File: src/rtl/mci_pkg.sv
// Shared types for the MCI CIF single-outstanding initiator.
// Command register layout, FSM states and default timeout.
package mci_pkg;

    localparam int MCI_CIF_AW = 32;
    localparam int MCI_CIF_DW = 32;
    localparam int MCI_CIF_UW = 32;
    localparam int MCI_CIF_INIT_TIMEOUT = 256;

    typedef enum logic [1:0] {
        IDLE = 2'd0,
        REQ  = 2'd1,
        RSP  = 2'd2
    } mci_cif_init_state_e;

    typedef struct packed {
        logic [MCI_CIF_AW-1:0] addr;
        logic                  write;
        logic [MCI_CIF_DW-1:0] wdata;
        logic [MCI_CIF_UW-1:0] user;
    } mci_cif_init_cmd_t;

endpackage

File: src/rtl/cif_if.sv
// MCI internal CIF request/response bundle.
// The requester drives dv/req_data; the target answers with hold/rdata/error.
interface cif_if #(
    parameter int ADDR_WIDTH = 32,
    parameter int DATA_WIDTH = 32,
    parameter int USER_WIDTH = 32
) ();

    typedef struct packed {
        logic [ADDR_WIDTH-1:0] addr;
        logic                  write;
        logic [DATA_WIDTH-1:0] wdata;
        logic [USER_WIDTH-1:0] user;
        logic [7:0]            id;
    } req_data_t;

    logic                  dv;
    req_data_t             req_data;
    logic                  req_hold;
    logic [DATA_WIDTH-1:0] rdata;
    logic                  error;

    modport request (
        output dv,
        output req_data,
        input  req_hold,
        input  rdata,
        input  error
    );

    modport response (
        input  dv,
        input  req_data,
        output req_hold,
        output rdata,
        output error
    );

endinterface

File: src/rtl/mci_cif_init_timer.sv
// Saturating hold counter for the CIF initiator.
// expired marks the last allowed hold cycle; TIMEOUT_CYCLES = 0 disables it.
module mci_cif_init_timer
    import mci_pkg::*;
#(
    parameter int TIMEOUT_CYCLES = MCI_CIF_INIT_TIMEOUT
) (
    input  logic clk,
    input  logic rst_b,
    input  logic clr,
    input  logic en,
    output logic expired
);

    localparam int CW = (TIMEOUT_CYCLES > 0) ? $clog2(TIMEOUT_CYCLES + 1) : 1;
    localparam logic [CW-1:0] LAST =
        (TIMEOUT_CYCLES > 0) ? CW'(TIMEOUT_CYCLES - 1) : '0;

    logic [CW-1:0] cnt_q;

    always_ff @(posedge clk or negedge rst_b) begin
        if (!rst_b) begin
            cnt_q <= '0;
        end else if (clr) begin
            cnt_q <= '0;
        end else if (en && (cnt_q != '1)) begin
            cnt_q <= cnt_q + CW'(1);
        end
    end

    assign expired = (TIMEOUT_CYCLES != 0) && (cnt_q == LAST);

endmodule

File: src/rtl/mci_cif_initiator.sv
// Single-outstanding CIF initiator: valid/ready command in, dv/req_hold
// transaction on the CIF request port, registered valid/ready response out.
module mci_cif_initiator
    import mci_pkg::*;
#(
    parameter int ADDR_WIDTH     = MCI_CIF_AW,
    parameter int DATA_WIDTH     = MCI_CIF_DW,
    parameter int USER_WIDTH     = MCI_CIF_UW,
    parameter int TIMEOUT_CYCLES = MCI_CIF_INIT_TIMEOUT
) (
    input  logic                  clk,
    input  logic                  rst_b,

    input  logic                  cmd_valid,
    output logic                  cmd_ready,
    input  logic [ADDR_WIDTH-1:0] cmd_addr,
    input  logic                  cmd_write,
    input  logic [DATA_WIDTH-1:0] cmd_wdata,
    input  logic [USER_WIDTH-1:0] cmd_user,

    cif_if.request                cif_req_if,

    output logic                  rsp_valid,
    input  logic                  rsp_ready,
    output logic [DATA_WIDTH-1:0] rsp_rdata,
    output logic                  rsp_error,
    output logic                  rsp_timeout,
    output logic                  busy
);

    // The command register layout is fixed by the shared package.
    if (ADDR_WIDTH != MCI_CIF_AW || DATA_WIDTH != MCI_CIF_DW ||
        USER_WIDTH != MCI_CIF_UW) begin : g_width_check
        $error("mci_cif_initiator widths must match mci_pkg");
    end

    mci_cif_init_state_e state_q, state_d;
    mci_cif_init_cmd_t   cmd_q;

    logic cmd_load;
    logic done;
    logic tout;
    logic tmr_clr;
    logic tmr_en;
    logic tmr_expired;

    mci_cif_init_timer #(
        .TIMEOUT_CYCLES(TIMEOUT_CYCLES)
    ) u_timer (
        .clk    (clk),
        .rst_b  (rst_b),
        .clr    (tmr_clr),
        .en     (tmr_en),
        .expired(tmr_expired)
    );

    always_ff @(posedge clk or negedge rst_b) begin
        if (!rst_b) begin
            state_q <= IDLE;
        end else begin
            state_q <= state_d;
        end
    end

    always_comb begin
        state_d  = state_q;
        cmd_load = 1'b0;
        done     = 1'b0;
        tout     = 1'b0;
        tmr_clr  = 1'b0;
        tmr_en   = 1'b0;
        unique case (state_q)
            IDLE: begin
                if (cmd_valid) begin
                    cmd_load = 1'b1;
                    tmr_clr  = 1'b1;
                    state_d  = REQ;
                end
            end
            REQ: begin
                tmr_en = cif_req_if.req_hold;
                // A release on the final count wins over the timeout.
                if (!cif_req_if.req_hold) begin
                    done    = 1'b1;
                    state_d = RSP;
                end else if (tmr_expired) begin
                    tout    = 1'b1;
                    state_d = RSP;
                end
            end
            RSP: begin
                if (rsp_ready) begin
                    state_d = IDLE;
                end
            end
            default: begin
                state_d = IDLE;
            end
        endcase
    end

    always_ff @(posedge clk or negedge rst_b) begin
        if (!rst_b) begin
            cmd_q       <= '0;
            rsp_rdata   <= '0;
            rsp_error   <= 1'b0;
            rsp_timeout <= 1'b0;
        end else begin
            if (cmd_load) begin
                cmd_q.addr  <= cmd_addr;
                cmd_q.write <= cmd_write;
                cmd_q.wdata <= cmd_wdata;
                cmd_q.user  <= cmd_user;
            end
            if (done) begin
                rsp_rdata   <= (cmd_q.write || cif_req_if.error) ?
                               '0 : cif_req_if.rdata;
                rsp_error   <= cif_req_if.error;
                rsp_timeout <= 1'b0;
            end else if (tout) begin
                rsp_rdata   <= '0;
                rsp_error   <= 1'b1;
                rsp_timeout <= 1'b1;
            end
        end
    end

    assign cmd_ready     = (state_q == IDLE);
    assign rsp_valid     = (state_q == RSP);
    assign busy          = (state_q != IDLE);
    assign cif_req_if.dv = (state_q == REQ);

    always_comb begin
        cif_req_if.req_data = '0;
        if (state_q == REQ) begin
            cif_req_if.req_data.addr  = cmd_q.addr;
            cif_req_if.req_data.write = cmd_q.write;
            cif_req_if.req_data.wdata = cmd_q.wdata;
            cif_req_if.req_data.user  = cmd_q.user;
        end
    end

    a_req_stable: assert property (
        @(posedge clk) disable iff (!rst_b)
        cif_req_if.dv |=> (!cif_req_if.dv || $stable(cif_req_if.req_data))
    );

    a_rsp_cmd_excl: assert property (
        @(posedge clk) disable iff (!rst_b)
        !(rsp_valid && cmd_ready)
    );

    a_dv_in_req: assert property (
        @(posedge clk) disable iff (!rst_b)
        cif_req_if.dv |-> (state_q == REQ)
    );

endmodule

File: src/flat_wrapper.sv
// flat-port wrapper written by rule: the top's interface ports become plain ports
module mci_cif_initiator_flat import mci_pkg::*;
#(
    parameter int ADDR_WIDTH     = MCI_CIF_AW,
    parameter int DATA_WIDTH     = MCI_CIF_DW,
    parameter int USER_WIDTH     = MCI_CIF_UW,
    parameter int TIMEOUT_CYCLES = MCI_CIF_INIT_TIMEOUT
)
  (clk, rst_b, cmd_valid, cmd_ready, cmd_addr, cmd_write, cmd_wdata, cmd_user, rsp_valid, rsp_ready, rsp_rdata, rsp_error, rsp_timeout, busy, cif_req_if_dv, cif_req_if_req_data, cif_req_if_req_hold, cif_req_if_rdata, cif_req_if_error);
  cif_if #(.ADDR_WIDTH(ADDR_WIDTH), .DATA_WIDTH(DATA_WIDTH), .USER_WIDTH(USER_WIDTH)) cif_req_if_i ();
  input  logic clk;
  input  logic rst_b;
  input  logic cmd_valid;
  output logic cmd_ready;
  input  logic [ADDR_WIDTH-1:0] cmd_addr;
  input  logic cmd_write;
  input  logic [DATA_WIDTH-1:0] cmd_wdata;
  input  logic [USER_WIDTH-1:0] cmd_user;
  output logic rsp_valid;
  input  logic rsp_ready;
  output logic [DATA_WIDTH-1:0] rsp_rdata;
  output logic rsp_error;
  output logic rsp_timeout;
  output logic busy;
  output wire logic [$bits(cif_req_if_i.dv)-1:0] cif_req_if_dv;
  output wire logic [$bits(cif_req_if_i.req_data)-1:0] cif_req_if_req_data;
  input wire logic [$bits(cif_req_if_i.req_hold)-1:0] cif_req_if_req_hold;
  input wire logic [$bits(cif_req_if_i.rdata)-1:0] cif_req_if_rdata;
  input wire logic [$bits(cif_req_if_i.error)-1:0] cif_req_if_error;
  assign cif_req_if_dv = cif_req_if_i.dv;
  assign cif_req_if_req_data = cif_req_if_i.req_data;
  assign cif_req_if_i.req_hold = cif_req_if_req_hold;
  assign cif_req_if_i.rdata = cif_req_if_rdata;
  assign cif_req_if_i.error = cif_req_if_error;
  mci_cif_initiator #(.ADDR_WIDTH(ADDR_WIDTH), .DATA_WIDTH(DATA_WIDTH), .USER_WIDTH(USER_WIDTH), .TIMEOUT_CYCLES(TIMEOUT_CYCLES)) u_core (.clk(clk), .rst_b(rst_b), .cmd_valid(cmd_valid), .cmd_ready(cmd_ready), .cmd_addr(cmd_addr), .cmd_write(cmd_write), .cmd_wdata(cmd_wdata), .cmd_user(cmd_user), .cif_req_if(cif_req_if_i), .rsp_valid(rsp_valid), .rsp_ready(rsp_ready), .rsp_rdata(rsp_rdata), .rsp_error(rsp_error), .rsp_timeout(rsp_timeout), .busy(busy));
endmodule
File: config.mk
export PLATFORM = sky130hd
export DESIGN_NAME = mci_cif_initiator_flat
export DESIGN_NICKNAME = d
export VERILOG_FILES = /design/src/rtl/mci_pkg.sv /design/src/rtl/cif_if.sv /design/src/rtl/mci_cif_init_timer.sv /design/src/rtl/mci_cif_initiator.sv /design/src/flat_wrapper.sv
export SDC_FILE = /design/constraint.sdc
export NUM_CORES = 1
export LEC_CHECK = 0
export BUFFER_PORTS_ARGS = -buffer_cell sky130_fd_sc_hd__buf_2
export CORE_ASPECT_RATIO = 1.4
export CORE_MARGIN = 1
export CORE_UTILIZATION = 44
export CTS_CLUSTER_SIZE = 24
export DETAILED_ROUTE_END_ITERATION = 8
export PLACE_DENSITY = 0.76
export SKIP_CTS_REPAIR_TIMING = 1
export SYNTH_ARGS = -nofsm -noshare
export SYNTH_HDL_FRONTEND = slang
export SYNTH_SLANG_ARGS = --single-unit
export TNS_END_PERCENT = 100
File: constraint.sdc
create_clock -name clk -period 3.8 [get_ports clk]
set_input_delay 0.95 -clock clk [delete_from_list [all_inputs] [get_ports clk]]
set_output_delay 0.95 -clock clk [all_outputs]
set_load 0.03 [all_outputs]
==> flow_metrics.tcl <==
set metrics [dict create \
    status "complete, no violations" \
    cts_root_buf "clkbuf_16" \
    yosysUniqueCellTypes 27 \
    r2r_slack_ns 1.46 \
    grt_pass1_vias 5003 \
    power.density_nw_per_um2 881 \
    rsz0062_at_grt "no" \
    area_growth_syn_to_layout_pct 33.7 \
    seqCellArea_um2 3550 \
    tightest_slew_ns 0.833 \
    placementRows 50 \
    yosysTopAreaCell "dfrtp_1" \
    multi_input_area_um2 2350 \
    synth_seq_cells 142 \
    first_pass_iters 4 \
    die_area_um2 14400 \
    hold_violations 0 \
    period_minus_slack_ns 3.28 \
    max-slew-margin-rel_pct 44.5 \
    drc 0 \
    ff2ff_path_depth 7 \
    skew_ns 0.00968 \
    path_cells "nand2b_1 -> inv_2 -> buf_12 -> and2_1 -> buf_2" \
    final_cell_mix "nand2_1 (296), buf_2 (268), dfrtp_1 (142)" \
    seq_area_frac_synth_pct 58.0 \
    cp.required_ns 2.85 \
    numClockSinks 142 \
    hpwl_um 10700 \
    final_common_cell "nand2_1" \
    cts_buffers 17 \
    worstHoldStart "u_core.cmd_q[56]" \
    num_vias 5218 \
    gr-usage-all-layers_pct 21.5 \
    core_um2 13500 \
    drv_cap 0 \
    end_kind "primary output" \
    layout.nets 1058 \
    critical-path-max-stage-delay_ns 0.52 \
    clock_latency_ns 0.41 \
    fmaxAchievable_ghz 0.305 \
    grt_max_degree 103 \
    synthCells 667 \
    io_pins 278 \
    slew_violations 0 \
    path_max_fanout 55 \
    fin_crit_sh_pct 86.2 \
    syn_area_um2 6130 \
    ir_worst_vdd_uv 436 \
    gp_congestion 0.793 \
    cts_tree "yes" \
    cp.arrival_ns 2.33 \
    stdcell_count 1116 \
    post_synth.cell_area_avg_um2 9.19 \
    die_y_um 142 \
    yosys_warnings 0 \
    worstHoldEndpoint "u_core.cmd_q[56]" \
    wire_per_inst_um 13.9 \
    drive_gt1_share_pct 33.2 \
    worstHoldPathType "flop to flop" \
    cpMaxStageDelayCell "inv_2" \
    p_leak_uw 0.00471 \
    synth.area.top_cells "dfrtp_1 (58%), nand2_1 (18%), and2_1 (9.9%)" \
    routed_wirelength_um 15500 \
    fillCellCount 1189 \
    detail_route.iter0.violations 191 \
    ant_nets 0 \
    grt_remaining_overflow 0 \
    start_kind "flop" \
    cts_buffer_depth 2 \
    synth_top_area_share_pct 58.0 \
    reg2reg_to "u_core.u_timer.cnt_q[6]" \
    worst_r2r_startpoint "u_core.u_timer.cnt_q[0]" \
    path_clk_slew_ns 0.06 \
    setup_viol 0 \
    critPathKind "flop to primary output" \
    via_per_inst 4.68 \
    tns_ns 0 \
    start_util_pct 45.4 \
    fp.dieW_um 102 \
    antenna_found_initial 2 \
    io_buffers 269 \
    placed_cells 1083 \
    htreeDepth 4 \
    grt_pass1_wl_um 23900 \
    min_path_cells 2 \
]
-- worst max path at each step --
stage,start,endpoint,slack [ns]
floorplan,u_core.state_q[1],cif_req_if_req_data[83],1.38
global placement,u_core.state_q[1],cif_req_if_req_data[70],1.03
detailed placement,u_core.state_q[1],cif_req_if_req_data[96],0.95
CTS,u_core.state_q[1],cif_req_if_req_data[96],0.51
global route,u_core.state_q[1],cif_req_if_req_data[89],0.38
finish,u_core.state_q[1],cif_req_if_req_data[43],0.52
-- per-stage QoR --
step	utilization, %	setup slack [ns]	power, uW	cell area (um2)	hold slack, ns
after floorplan	-	1.38	4670	6160	0.437
after global placement	56.2	1.03	5540	7590	0.449
after detailed placement	56.2	0.950	5600	7590	0.454
after CTS	60.6	0.506	7300	8190	0.469
after global routing	60.6	0.381	7690	8190	0.487
final	60.6	0.524	7220	8200	0.465
-- Yosys cell counts --
cell	number
clkbuf_1	12
mux2i_1	2
dfrtp_1	142
a21oi_1	6
o2bb2ai_1	1
nor4bb_1	1
nand2b_1	3
nor4_4	1
o21ai_0	6
buf_4	8
nor2_1	6
or3_1	3
o31ai_1	1
buf_2	28
conb_1	1
or3b_1	1
nand3_1	3
nand2_1	296
ha_1	3
inv_1	5
nand4_1	2
nor3_1	3
nand4bb_1	1
nor3b_1	1
a22o_1	33
and2_1	97
or4_1	1
-- worst max-delay path, delay by kind of cell, from the launching register on --
family | cells | cell delay (ns)
buffers and inverters | 3 | 1.00
and+or+nand+nor | 2 | 0.42
DFF | 1 | 0.44
-- metal layers --
metal  part of all wire, %  GRT usage [%]  vias to the layer above
met3                   6.9           6.70                       25
met4                   2.4           8.77                        2
li1                      -              -                     2587
met2                    51           38.0                      199
met5                  0.11              0                        -
met1                    40           23.7                     2405
-- final cells by class --
class | instances | area share, %
antenna | 1 | 0.0305
clock buffer | 19 | 5.40
clock inverter | 13 | 1.89
inverter | 5 | 0.229
multi-input combinational | 479 | 28.6
sequential | 142 | 43.4
tap | 182 | 2.78
timing repair buffer | 275 | 17.7
-- flip-flops by register name (all words and copies together), names as in the netlist --
signal	count
u_core.rsp_rdata	32
u_core.u_timer.cnt_q	9
u_core.state_q	2
u_core.rsp_timeout	1
u_core.cmd_q	97
u_core.rsp_error	1
-- report_power, final --
part	switching, uW	leakage [uW]	internal, uW
clock	659	0.000277	1000
sequential	347	0.00180	2140
combinational	2100	0.00263	972
total	3100	0.00471	4110
-- logic make-up (layout without fill, tap and decap cells) --
group | after synthesis | after routing | synth area share [%]
multiplexers | 2 | 2 | 0.327
AO/OA/AOI/OAI | 47 | 47 | 5.96
adder cells (fa/ha/maj) | 3 | 3 | 0.612
other | 1 | 9 | 0.0612
flip-flops | 142 | 142 | 58.0
AND/OR/NAND/NOR | 419 | 419 | 30.8
buffers and inverters | 53 | 312 | 4.31
Power figures use the tool's default switching activity.
